<file path="config.mk">
export PLATFORM = sky130hd
export DESIGN_NAME = fetch_unit
export DESIGN_NICKNAME = d
export VERILOG_FILES = /design/src/rtl/fetch_unit.sv
export SDC_FILE = /design/constraint.sdc
export NUM_CORES = 1
export LEC_CHECK = 0
export BUFFER_PORTS_ARGS = -buffer_cell sky130_fd_sc_hd__buf_2
export CELL_PAD_IN_SITES_DETAIL_PLACEMENT = 2
export CELL_PAD_IN_SITES_GLOBAL_PLACEMENT = 2
export CORE_UTILIZATION = 29
export DETAILED_ROUTE_END_ITERATION = 16
export PLACE_DENSITY = 0.86
export SLEW_MARGIN = 5
export SYNTH_ARGS = -nofsm -noshare
export SYNTH_HDL_FRONTEND = slang
export SYNTH_SLANG_ARGS = --single-unit
export TNS_END_PERCENT = 50
</file>
<file path="constraint.sdc">
create_clock -name clk -period 2.55 [get_ports clk]
set_clock_uncertainty 0.2 [all_clocks]
set_input_delay 0.255 -clock clk [delete_from_list [all_inputs] [get_ports clk]]
set_output_delay 0.255 -clock clk [all_outputs]
set_load 0.02 [all_outputs]
</file>
<file path="src/rtl/fetch_unit.sv">
// fetch_unit -- instruction fetch stage.
//
// Holds the architectural PC, issues one request per instruction to a
// variable-latency instruction memory, registers the returned word and
// presents it (with its PC) until the datapath retires it. It then picks the
// next PC from PCsel / alu_result. Faults (memory timeout, misaligned
// redirect, non-32-bit encoding) are sticky until reset.
//
// Ports:
//   clk, rst_n        clock, asynchronous active-low reset
//   imem_req          one-cycle fetch request pulse (FETCH state)
//   imem_addr         fetch address, always equal to pc
//   imem_rdata        instruction word, valid with imem_rvalid
//   imem_rvalid       response strobe from instruction memory
//   retire            datapath finished current instruction (VALID only)
//   PCsel             1 = redirect to alu_result on retire
//   alu_result        branch/jump target
//   instruction       registered instruction word
//   pc, pc_plus4      PC of presented instruction and pc + 4
//   instr_valid       instruction/pc are valid
//   fault             sticky fault flag
//   fault_cause       00 none, 01 timeout, 10 misaligned, 11 illegal length
//   instret           retired instruction count
module fetch_unit #(
  parameter logic [31:0] RESET_PC = 32'h0000_0000,
  parameter int          TIMEOUT  = 16
) (
  input  logic        clk,
  input  logic        rst_n,
  output logic        imem_req,
  output logic [31:0] imem_addr,
  input  logic [31:0] imem_rdata,
  input  logic        imem_rvalid,
  input  logic        retire,
  input  logic        PCsel,
  input  logic [31:0] alu_result,
  output logic [31:0] instruction,
  output logic [31:0] pc,
  output logic [31:0] pc_plus4,
  output logic        instr_valid,
  output logic        fault,
  output logic [1:0]  fault_cause,
  output logic [31:0] instret
);

  typedef enum logic [1:0] {
    S_FETCH = 2'd0,
    S_WAIT  = 2'd1,
    S_VALID = 2'd2,
    S_FAULT = 2'd3
  } state_t;

  localparam logic [7:0] WAIT_LAST = 8'(TIMEOUT - 1);

  state_t      state, state_next;
  logic [7:0]  wait_cnt;
  logic [1:0]  cause_next;
  logic        capture;
  logic        advance;
  logic [31:0] target;

  assign pc_plus4    = pc + 32'd4;
  assign imem_addr   = pc;
  // The request is qualified with rst_n so no pulse escapes while reset is held.
  assign imem_req    = (state == S_FETCH) && rst_n;
  assign instr_valid = (state == S_VALID);

  always_comb begin
    state_next = state;
    cause_next = 2'b00;
    capture    = 1'b0;
    advance    = 1'b0;
    // Bit 0 of a redirect is always cleared, matching JALR semantics.
    target     = PCsel ? (alu_result & ~32'd1) : pc_plus4;
    case (state)
      S_FETCH: state_next = S_WAIT;
      S_WAIT: begin
        // A response wins over a timeout landing in the same cycle.
        if (imem_rvalid) begin
          if (imem_rdata[1:0] == 2'b11) begin
            capture    = 1'b1;
            state_next = S_VALID;
          end else begin
            cause_next = 2'b11;
            state_next = S_FAULT;
          end
        end else if (wait_cnt == WAIT_LAST) begin
          cause_next = 2'b01;
          state_next = S_FAULT;
        end
      end
      S_VALID: begin
        if (retire) begin
          advance = 1'b1;
          if (PCsel && target[1]) begin
            cause_next = 2'b10;
            state_next = S_FAULT;
          end else begin
            state_next = S_FETCH;
          end
        end
      end
      S_FAULT: state_next = S_FAULT;
      default: state_next = S_FAULT;
    endcase
  end

  always_ff @(posedge clk or negedge rst_n) begin
    if (!rst_n) begin
      state <= S_FETCH;
    end else begin
      state <= state_next;
    end
  end

  always_ff @(posedge clk or negedge rst_n) begin
    if (!rst_n) begin
      pc          <= RESET_PC;
      instruction <= 32'h0000_0013;
      instret     <= 32'd0;
      wait_cnt    <= 8'd0;
      fault       <= 1'b0;
      fault_cause <= 2'b00;
    end else begin
      if (state == S_FETCH) begin
        wait_cnt <= 8'd0;
      end else if (state == S_WAIT) begin
        wait_cnt <= wait_cnt + 8'd1;
      end
      if (capture) begin
        instruction <= imem_rdata;
      end
      // A misaligned redirect still updates pc and counts as retired.
      if (advance) begin
        pc      <= target;
        instret <= instret + 32'd1;
      end
      // Cause is latched only on entry, so FAULT never overwrites it.
      if ((state_next == S_FAULT) && (state != S_FAULT)) begin
        fault       <= 1'b1;
        fault_cause <= cause_next;
      end
    end
  end

endmodule

</file>
-- After elaboration in Yosys (flattened, before gate mapping)
Index checks and enable logic that the tools add are counted.
- add/sub/neg operators: 3
- multipliers: 0
- div/mod/pow operators: 0
- bitwise logic cells: 0
- multiplexer cells: 20
- eq/ne operators: 7
- $lt $le $gt $ge: 0
- reductions and logical operators: 5
- shifts and indexed selects: 0
- operator list (kind ; number):
    $add 32x1->32 const B ; 1
    $add 32x3->32 const B ; 1
    $mux 32 ; 1
    $mux 2 ; 8
    $mux 8 ; 2
    $add 8x1->8 const B ; 1
    $eq 2x2->1 const B ; 4
    $eq 8x4->1 const B ; 1
    $pmux 2 s4 ; 1
    $mux 1 ; 7
    $pmux 2 s2 ; 1
    $logic_and 1x1->1 ; 3
    $eq 2x1->1 const B ; 1
    $logic_not 2->1 ; 1
    $ne 2x2->1 const B ; 1
    $reduce_bool 2->1 ; 1
- latch bits: 0
- bits in read-only memories: 0
- RAM bits: 0
- word-level logic and storage cells: 42
- memories: 0
- flip-flop bits (word level): 109
- input port bits: 69
- output and inout port bits: 165

-- Logic depth before layout (Yosys ltp)
Gate-level depths: netlist (run 1).
- depth in word-level cells: 8
- mapped depth: 8
- mapped depth without buffers: 7

-- Least setup slack after synthesis (run 1)
Ideal clock, no wire load.
- kind: flip-flop to output port
- start: register pc[4], in the netlist imem_addr[4]
- end: output pc_plus4[31]
- setup slack: 43 ps
- cell stages (with the launch flop): 6
- buffers on the path: 0
- data arrival time: 2052 ps
- required time: 2095 ps
- path through: dfrtp_1 > nand4_4 > nor4_4 > nand3_1 > nor4_1 > xor2_1
- cells in the longest elaborated chain, start to end: 1
- RTL lines (what ; line ; text):
    from (decl) ; 38 ; output logic [31:0] pc,
    from (signal assigned) ; 135 ; pc <= target;
    $add 32x3->32 ; 62 ; assign pc_plus4 = pc + 32'd4;
    to (decl) ; 39 ; output logic [31:0] pc_plus4,
Every way passes these cells.

-- Worst setup path after layout (run 1)
- start: register pc[21], in the netlist imem_addr[21]
- end: output pc_plus4[28]
Same word-level chain as after synthesis.

==> results of run 1 <==
-- area by class of cell --
| cell class | count | area share |
|---|---|---|
| clock inverter | 5 | 0.005382 |
| sequential | 108 | 0.3328 |
| tap | 265 | 0.04075 |
| antenna | 2 | 0.0006151 |
| inverter | 10 | 0.004613 |
| multi-input combinational | 401 | 0.3506 |
| timing repair buffer | 310 | 0.2359 |
| clock buffer | 10 | 0.02937 |
-- path summary, 6_finish.rpt --
path | from | to | slack (ns) | cells after the start
worst max-delay path | imem_addr[21]$_DFFE_PN0P_ | pc_plus4[28] | -0.10 | 7
worst min-delay path | alu_result[10] | imem_addr[10]$_DFFE_PN0P_ | 0.02 | 3
worst max register to register | state[0]$_DFF_PN0_ | fault_cause[1]$_DFFE_PN0P_ | 0.26 | 7
worst min register to register | fault$_DFFE_PN0P_ | fault$_DFFE_PN0P_ | 0.27 | 1
max in group asynchronous | rst_n | imem_addr[2]$_DFFE_PN0P_ | 1.07 | 3
min in group asynchronous | rst_n | imem_addr[27]$_DFFE_PN0P_ | 0.41 | 3
-- cells in the final DEF (no fill, tap or decap), types with 9 or more instances in the layout --
cell type,count
nand4_1,21
nor2_1,30
nand2_1,47
buf_2,214
o21ai_0,22
xor2_1,22
xnor2_1,35
clkbuf_16,9
buf_4,56
and3_1,15
mux2_2,30
nand3_1,39
a21oi_1,19
dfrtp_1,104
dlygate4sd3_1,32
-- per-stage QoR --
step                setup slack, ns  area, um2  power (W)  TNS (ns)
finish                      -0.1043       8137   0.003292   -0.3081
detailed placement         0.007805       7207   0.001890         0
global placement             0.1483       7207   0.001884         0
floorplan                   0.04267       5811   0.001787         0
CTS                         -0.1173       7963   0.003333   -0.4387
global route                -0.2010       8134   0.003396    -1.590
-- routing by layer --
layer  global-route usage  wire (um)  part of all wire
met5                    0          0                 0
met3              0.02966        626             0.028
met2               0.4029      12190              0.55
met1               0.2373       8561              0.39
met4              0.08847        741             0.033
-- power by group through the flow --
stage	Sequential (W)	Clock, W	Combinational [W]
after floorplan	0.00175	0	0.0000410
after global placement	0.00175	0	0.000139
after detailed placement	0.00175	0	0.000145
after CTS	0.00171	0.00144	0.000186
after global routing	0.00171	0.00148	0.000205
final	0.00171	0.00139	0.000188
-- synth_stat cells, types with 4 or more instances --
cell	n
o21ai_0	22
xnor2_1	43
nor3_1	8
nand2_1	49
dfrtp_1	105
or3_1	4
nand2b_1	4
nor2_1	36
buf_1	4
inv_1	9
and3_1	15
o22ai_1	6
xor2_1	22
clkbuf_1	21
nand4_1	21
a2bb2oi_1	7
and2_1	4
and4_1	5
a22oi_1	6
nand3_1	43
mux2i_1	6
mux2_2	30
nor4_1	4
ha_1	7
o211ai_1	7
a21oi_1	19
buf_4	35
-- worst register-to-register path, cell delays in order (launching register included) --
cell and delay, ns:
dfrtp_1 0.42, inv_1 0.09, ha_1 0.26, and4_1 0.28, a31o_2 0.24, o21ai_0 0.37, o21bai_1 0.22, o2bb2ai_1 0.14
-- logic make-up (layout without fill, tap and decap cells) --
| group | count (synthesis) | count (layout) | synth area share |
|---|---|---|---|
| AND/OR/NAND/NOR | 205 | 205 | 0.1861 |
| flip-flops | 108 | 108 | 0.4664 |
| AO/OA/AOI/OAI | 85 | 85 | 0.09466 |
| buffers and inverters | 73 | 335 | 0.07050 |
| XOR/XNOR | 65 | 65 | 0.09810 |
| multiplexers | 36 | 36 | 0.06856 |
| adder cells (fa/ha/maj) | 7 | 7 | 0.01509 |
| other | 1 | 5 | 0.0006462 |
-- flip-flops by register name, summed over array words and instances (netlist names) --
name / cells
instruction: 32
imem_addr: 31
state: 2
fault_cause: 2
fault: 1
wait_cnt: 8
instret: 32
-- repair_timing --
action                     4_1_cts  5_1_grt
hold endpoints to repair       136        0
hold buffers                    32        0
gates cloned                     0        0
setup endpoints to repair       18       22
pin swaps                        9        8
buffers inserted                 9        5
resized for setup               24       29
==> metrics.txt, run 1 <==
Max stage delay cell, worst path=dfrtp_1; Filler Cells Inserted=2190; Clk network pwr share=0.423; # Max-Cap Violations=0; Syn Inst Count=580; Inst Count DP=1048; logic gate share of total power=0.057; DR DRC count=0; CP peak stage delay=0.50 ns; num rows=51; DRT Pass-1 Iters=4; arrival time at the worst endpoint=2.20 ns; fin nets=916; Fin. Hold Viols=0; fin. max-slew vios=0; Multi-input gate area=0.002853 mm2; Cell Area, Synth=0.005803 mm2; area share of the largest cell type after synthesis=0.4528; sequential share of power=0.520; CP Max Fanout=6; maximum operating frequency=376.8 MHz; Yosys top cell by area=dfrtp_1; post-detailed-route via-to-cell ratio=4.967; RSZ-0062 raised after global routing=yes; clock insertion delay at the later pin of the skew report=0.35 ns; first-pass GRT wire length=33.71 mm; DP HPWL=14.85 mm; Setup WS post-layout=-0.1043 ns; Die ar.=0.02058 mm2; failing checks=setup timing; Ports=234; Overflow after GRT=0; CTS buffer count=9; cell family with most CP delay=simple AND/OR/NAND/NOR gates; H-tree levels=3; vias in the first global route=6115; Register Area=0.002708 mm2; CTS Sinks=108; Layout area overhead=40.21%; dominant cells by area after synthesis=dfrtp_1 45%, xnor2_1 6.5%, mux2_2 5.8%; Syn. warnings=0; sw frac=0.2420; Slew @ Worst Pin=0.8280 ns; Setup-failing EPs final=7; Hold Worst Slack=0.02036 ns; layout cells sized above 1=0.4313; Final Cycle Share=1.041; most used cell, CP=nor2_2; clk buf depth=2; Yosys cell types=52; crit end category=output pin; Hold/Removal Path Class=in2reg; routed wire length=22.12 mm; Cell Chain, Critical Path=nand4_1, nor2_2, buf_4, nand3_2, nor2_2, xor2_1, buf_2; largest net degree at the start of global routing=60; clock-pin slew of the registers on the worst-case setup and hold paths=0.08 ns; Worst EP required=2.10 ns; EDFF count, synth=0; Max-slew headroom=0.4480; leak pwr=4.350 nW; WS Path Type=reg2out; WL per Instance=19.91 um; Die Wd=143.5 um; register area share after synthesis=0.4664; status=complete, but fails checks; Final ANT Viol Nets=0; WP buf/inv=2; fin crit period=2.654 ns; total number of vias=5518; IO Port Bufs=229; final core utilization=0.4167; Core ar.=0.01953 mm2; Max VDD drop=0.3137 mV; die height=143.5 um; gpl congestion=0.7604; Post-Syn Area per Cell=10.01 um2; Primary FF master, synth=dfrtp_1; internal power=0.002496 W; Post-synth ARST share=1.000; CTS Root Cell=clkbuf_16; initial antenna violation count=1; crit start category=flop; DR iter-0 viols=167; Psw=0.0007967 W; Initial Utilization=0.2972; count of state elements after synthesis=108; power density over the cells=404.6 mW/mm2; CTS tree=yes; gr usage total=0.2131; Final Non-Filler Cells=1111
Power figures use the tool's default switching activity.
==> run 2, diff against run 1 <==
--- a/config.mk
+++ b/config.mk
@@ -5,12 +5,13 @@
 export SDC_FILE = /design/constraint.sdc
 export NUM_CORES = 1
 export LEC_CHECK = 0
+export ABC_AREA = 1
 export BUFFER_PORTS_ARGS = -buffer_cell sky130_fd_sc_hd__buf_2
 export CELL_PAD_IN_SITES_DETAIL_PLACEMENT = 2
 export CELL_PAD_IN_SITES_GLOBAL_PLACEMENT = 2
-export CORE_UTILIZATION = 29
+export CORE_UTILIZATION = 28
 export DETAILED_ROUTE_END_ITERATION = 16
-export PLACE_DENSITY = 0.86
+export PLACE_DENSITY_LB_ADDON = 0.1
 export SLEW_MARGIN = 5
 export SYNTH_ARGS = -nofsm -noshare
 export SYNTH_HDL_FRONTEND = slang
==> run 2 against run 1 <==
The run now ends clean; area after synthesis up 7.9%; global-route usage down 0.50 points; via count up 12%; die area up 12%; final cell count up 20%; utilization down 2.7 points; routed wire length up 5.4%; critical path type unchanged; largest cell class unchanged.
==> metrics.txt, run 2 <==
post-detailed-route via-to-cell ratio=4.630 (-6.8%); crit start category=flop; Yosys cell types=38 (-27%); clk buf depth=2 (unchanged); Ports=234 (unchanged); largest net degree at the start of global routing=59 (-1.7%); gr usage total=0.2081 (-0.005028); power density over the cells=999.6 mW/mm2 (+150%); count leader, synth=nand2_1; Register Area=0.002714 mm2 (+0.23%); hold_sp=PCsel; CTS Root Cell=clkbuf_16; WP buf/inv=1 (-1); Max VDD drop=0.6061 mV (+93%); Core ar.=0.02189 mm2 (+12%); DR iter-0 viols=148 (-11%); reg2reg end=instret[25]$_DFFE_PN0P_; # Max-Cap Violations=0 (unchanged); Overflow after GRT=0 (unchanged); WL per Instance=17.54 um (-12%); crit end category=output pin; Die ar.=0.02297 mm2 (+12%); clock-pin slew of the registers on the worst-case setup and hold paths=0.09 ns (about the same); sequential share of power=0.347 (-0.173); arrival time at the worst endpoint=1.95 ns (-0.25 ns); commonest cells after routing, fill and taps aside=271 x nand2_1, 228 x buf_2, 99 x dfrtp_1; total power=0.008521 W (+160%); Max-slew headroom=0.6618 (+0.2138); fin. max-slew vios=0 (unchanged); most used cell, CP=nand2_1; fin nets=1120 (+22%); Reg2Reg Depth=9 (+2); DP HPWL=17.24 mm (+16%); Initial Utilization=0.2861 (-0.01113); Cell Chain, Critical Path=nand2_1, nor2_1, nand2_1, nor2_1, nand3b_1, nand2_1, buf_2; Hold Worst Slack=0.06858 ns (+0.04822 ns); most instantiated cells after synthesis=271 x nand2_1, 105 x dfrtp_1, 93 x nor2_1, 48 x inv_1, 35 x buf_4; Max stage delay cell, worst path=dfrtp_1; Worst EP required=2.10 ns (about the same); Multi-input gate area=0.003073 mm2 (+7.7%); IO Port Bufs=229 (unchanged); total number of vias=6153 (+12%); CP Depth=7 (unchanged); commonest non-fill, non-tap cell in the layout=nand2_1; Final Non-Filler Cells=1329 (+20%); Hold/Removal Path Class=in2reg; Setup Buffers After CTS=0 (-9); count of state elements after synthesis=108 (unchanged); internal power=0.004429 W (+77%); Filler Cells Inserted=2575 (+18%); Layout area overhead=36.12%; setup TNS=0 ns (+0.3081 ns); num rows=54 (+5.9%); Final ANT Viol Nets=0 (unchanged); EDFF count, synth=0 (unchanged); cell family with most CP delay=simple AND/OR/NAND/NOR gates; Die Wd=151.6 um (+5.6%); Clk network pwr share=0.176 (-0.247); dominant cells by area after synthesis=dfrtp_1 42%, nand2_1 16%, nor2_1 5.6%; sw frac=0.4802 (+0.2382); CTS Sinks=108 (unchanged); Syn. warnings=0 (unchanged); # diodes=0 (-2); Post-Syn Area per Cell=8.070 um2 (-19%); Psw=0.004092 W (+410%); Inst Count DP=1251 (+19%); logic gate share of total power=0.477 (+0.420); clock insertion delay at the later pin of the skew report=0.37 ns (+0.02 ns); Fin. Hold Viols=0 (unchanged); Reg2Reg Launch Point=state[0]$_DFF_PN0_; maximum operating frequency=416.1 MHz (+10%); Syn Inst Count=776 (+34%); gpl congestion=0.7838 (+3.1%); leak pwr=4.281 nW (-1.6%); WS Path Type=reg2out; Primary FF master, synth=dfrtp_1; Final Cycle Share=0.9425 (-0.09838); CP Max Fanout=6 (unchanged); Cell Area, Synth=0.006262 mm2 (+7.9%); H-tree levels=3 (unchanged); CTS tree=yes; fin crit period=2.403 ns (-0.2509 ns); DR DRC count=0 (unchanged); CTS buffer count=9 (unchanged); routed wire length=23.32 mm (+5.4%); initial antenna violation count=1 (unchanged); layout cells sized above 1=0.3241 (-0.1072); CP peak stage delay=0.52 ns (+0.02 ns); vias in the first global route=6803 (+11%); RSZ-0062 raised after global routing=no; Yosys top cell by area=dfrtp_1; area share of the largest cell type after synthesis=0.4196 (-0.03320); worst hold endpoint=imem_addr[1]$_DFFE_PN0P_; status=completed; Slew @ Worst Pin=0.5073 ns (-0.3207 ns); Post-synth ARST share=1.000 (unchanged); Setup-failing EPs final=0 (-7); first-pass GRT wire length=36.43 mm (+8.1%); register area share after synthesis=0.4322 (-0.03420); DRT Pass-1 Iters=4 (unchanged); die height=151.6 um (+5.6%); worst hold stages=4 (+1); Worst R2R Setup Slack=0.36 ns (+0.10 ns); CP Launch Point=imem_addr[15]$_DFFE_PN0P_
==> run 2: cell count changes after synthesis, sizes merged, moves of 14 or more <==
cell    delta
nor2      +72
nand3b    +15
inv       +40
clkbuf    -14
and3      -17
a22oi     +21
nand2    +228
xnor2     -32
nand3     -16
nand4     -16
==> run 2: metal layers <==
metal	track usage	wire length [um]	vias up
met5	0	17	-
met4	0.04158	199	2
met3	0.05090	1413	13
met2	0.3518	11180	167
met1	0.2686	10500	3008
li1	-	-	2963
==> run 2: layout make-up <==
cell class                      instances  area share
Clock buffer                            9     0.02642
Timing Repair Buffer                  304      0.2219
Inverter                               51     0.02260
Multi-Input combinational cell        570      0.3605
Clock inverter                          7    0.009100
Tap cell                              280     0.04110
Sequential cell                       108      0.3184
==> run 2: logic make-up (layout without fill, tap and decap cells) <==
group,after synthesis,after routing,share of synthesized area
buf+inv,100,371,0.08232
flops,108,108,0.4322
simple gates,443,443,0.3079
other cells,1,3,0.0005988
mux,30,30,0.05395
compound gates,52,52,0.05415
fa+ha+maj,7,7,0.01399
xor+xnor,35,35,0.05495
==> run 2: worst max path at each step <==
stage	end
2_1_floorplan	pc_plus4[16]
3_3_place_gp	pc_plus4[18]
3_5_place_dp	pc_plus4[18]
4_1_cts	pc_plus4[31]
5_1_grt	pc_plus4[14]
6_report	pc_plus4[26]
==> run 2: what timing repair did <==
item	CTS	global route
pin swaps	0	0
endpoints found under the hold margin	166	0
gates cloned	0	0
endpoints found under the setup margin	4	10
hold buffers	62	0
resized for setup	3	8
==> run 2: worst reg2reg max path, cell delays in order, from the launching register on <==
cell     delay [ns]
dfrtp_1        0.41
inv_1          0.13
ha_1           0.21
nand2_2        0.17
nor2_1         0.18
nand3_1        0.16
nor3_2         0.37
nand3_1        0.12
nand2_1        0.08
nand2_1        0.05
==> run 2: power groups by stage <==
stage / logic [W] / registers [W] / clock network [W]
3_3_place_gp: 0.00392 / 0.00294 / 0
2_1_floorplan: 0.00213 / 0.00343 / 0
3_5_place_dp: 0.00399 / 0.00296 / 0
5_1_grt: 0.00446 / 0.00306 / 0.00161
4_1_cts: 0.00408 / 0.00294 / 0.00155
6_report: 0.00407 / 0.00296 / 0.00150
==> run 2: stage by stage <==
stage                     utilization  worst slack (ns)  area, um2
final                          0.3894            0.1466       8524
after global routing           0.3894          0.002859       8524
after CTS                      0.3884           0.04940       8502
after detailed placement       0.3460            0.3210       7574
after global placement         0.3460            0.3627       7574
after floorplan                     -            0.4252       6270
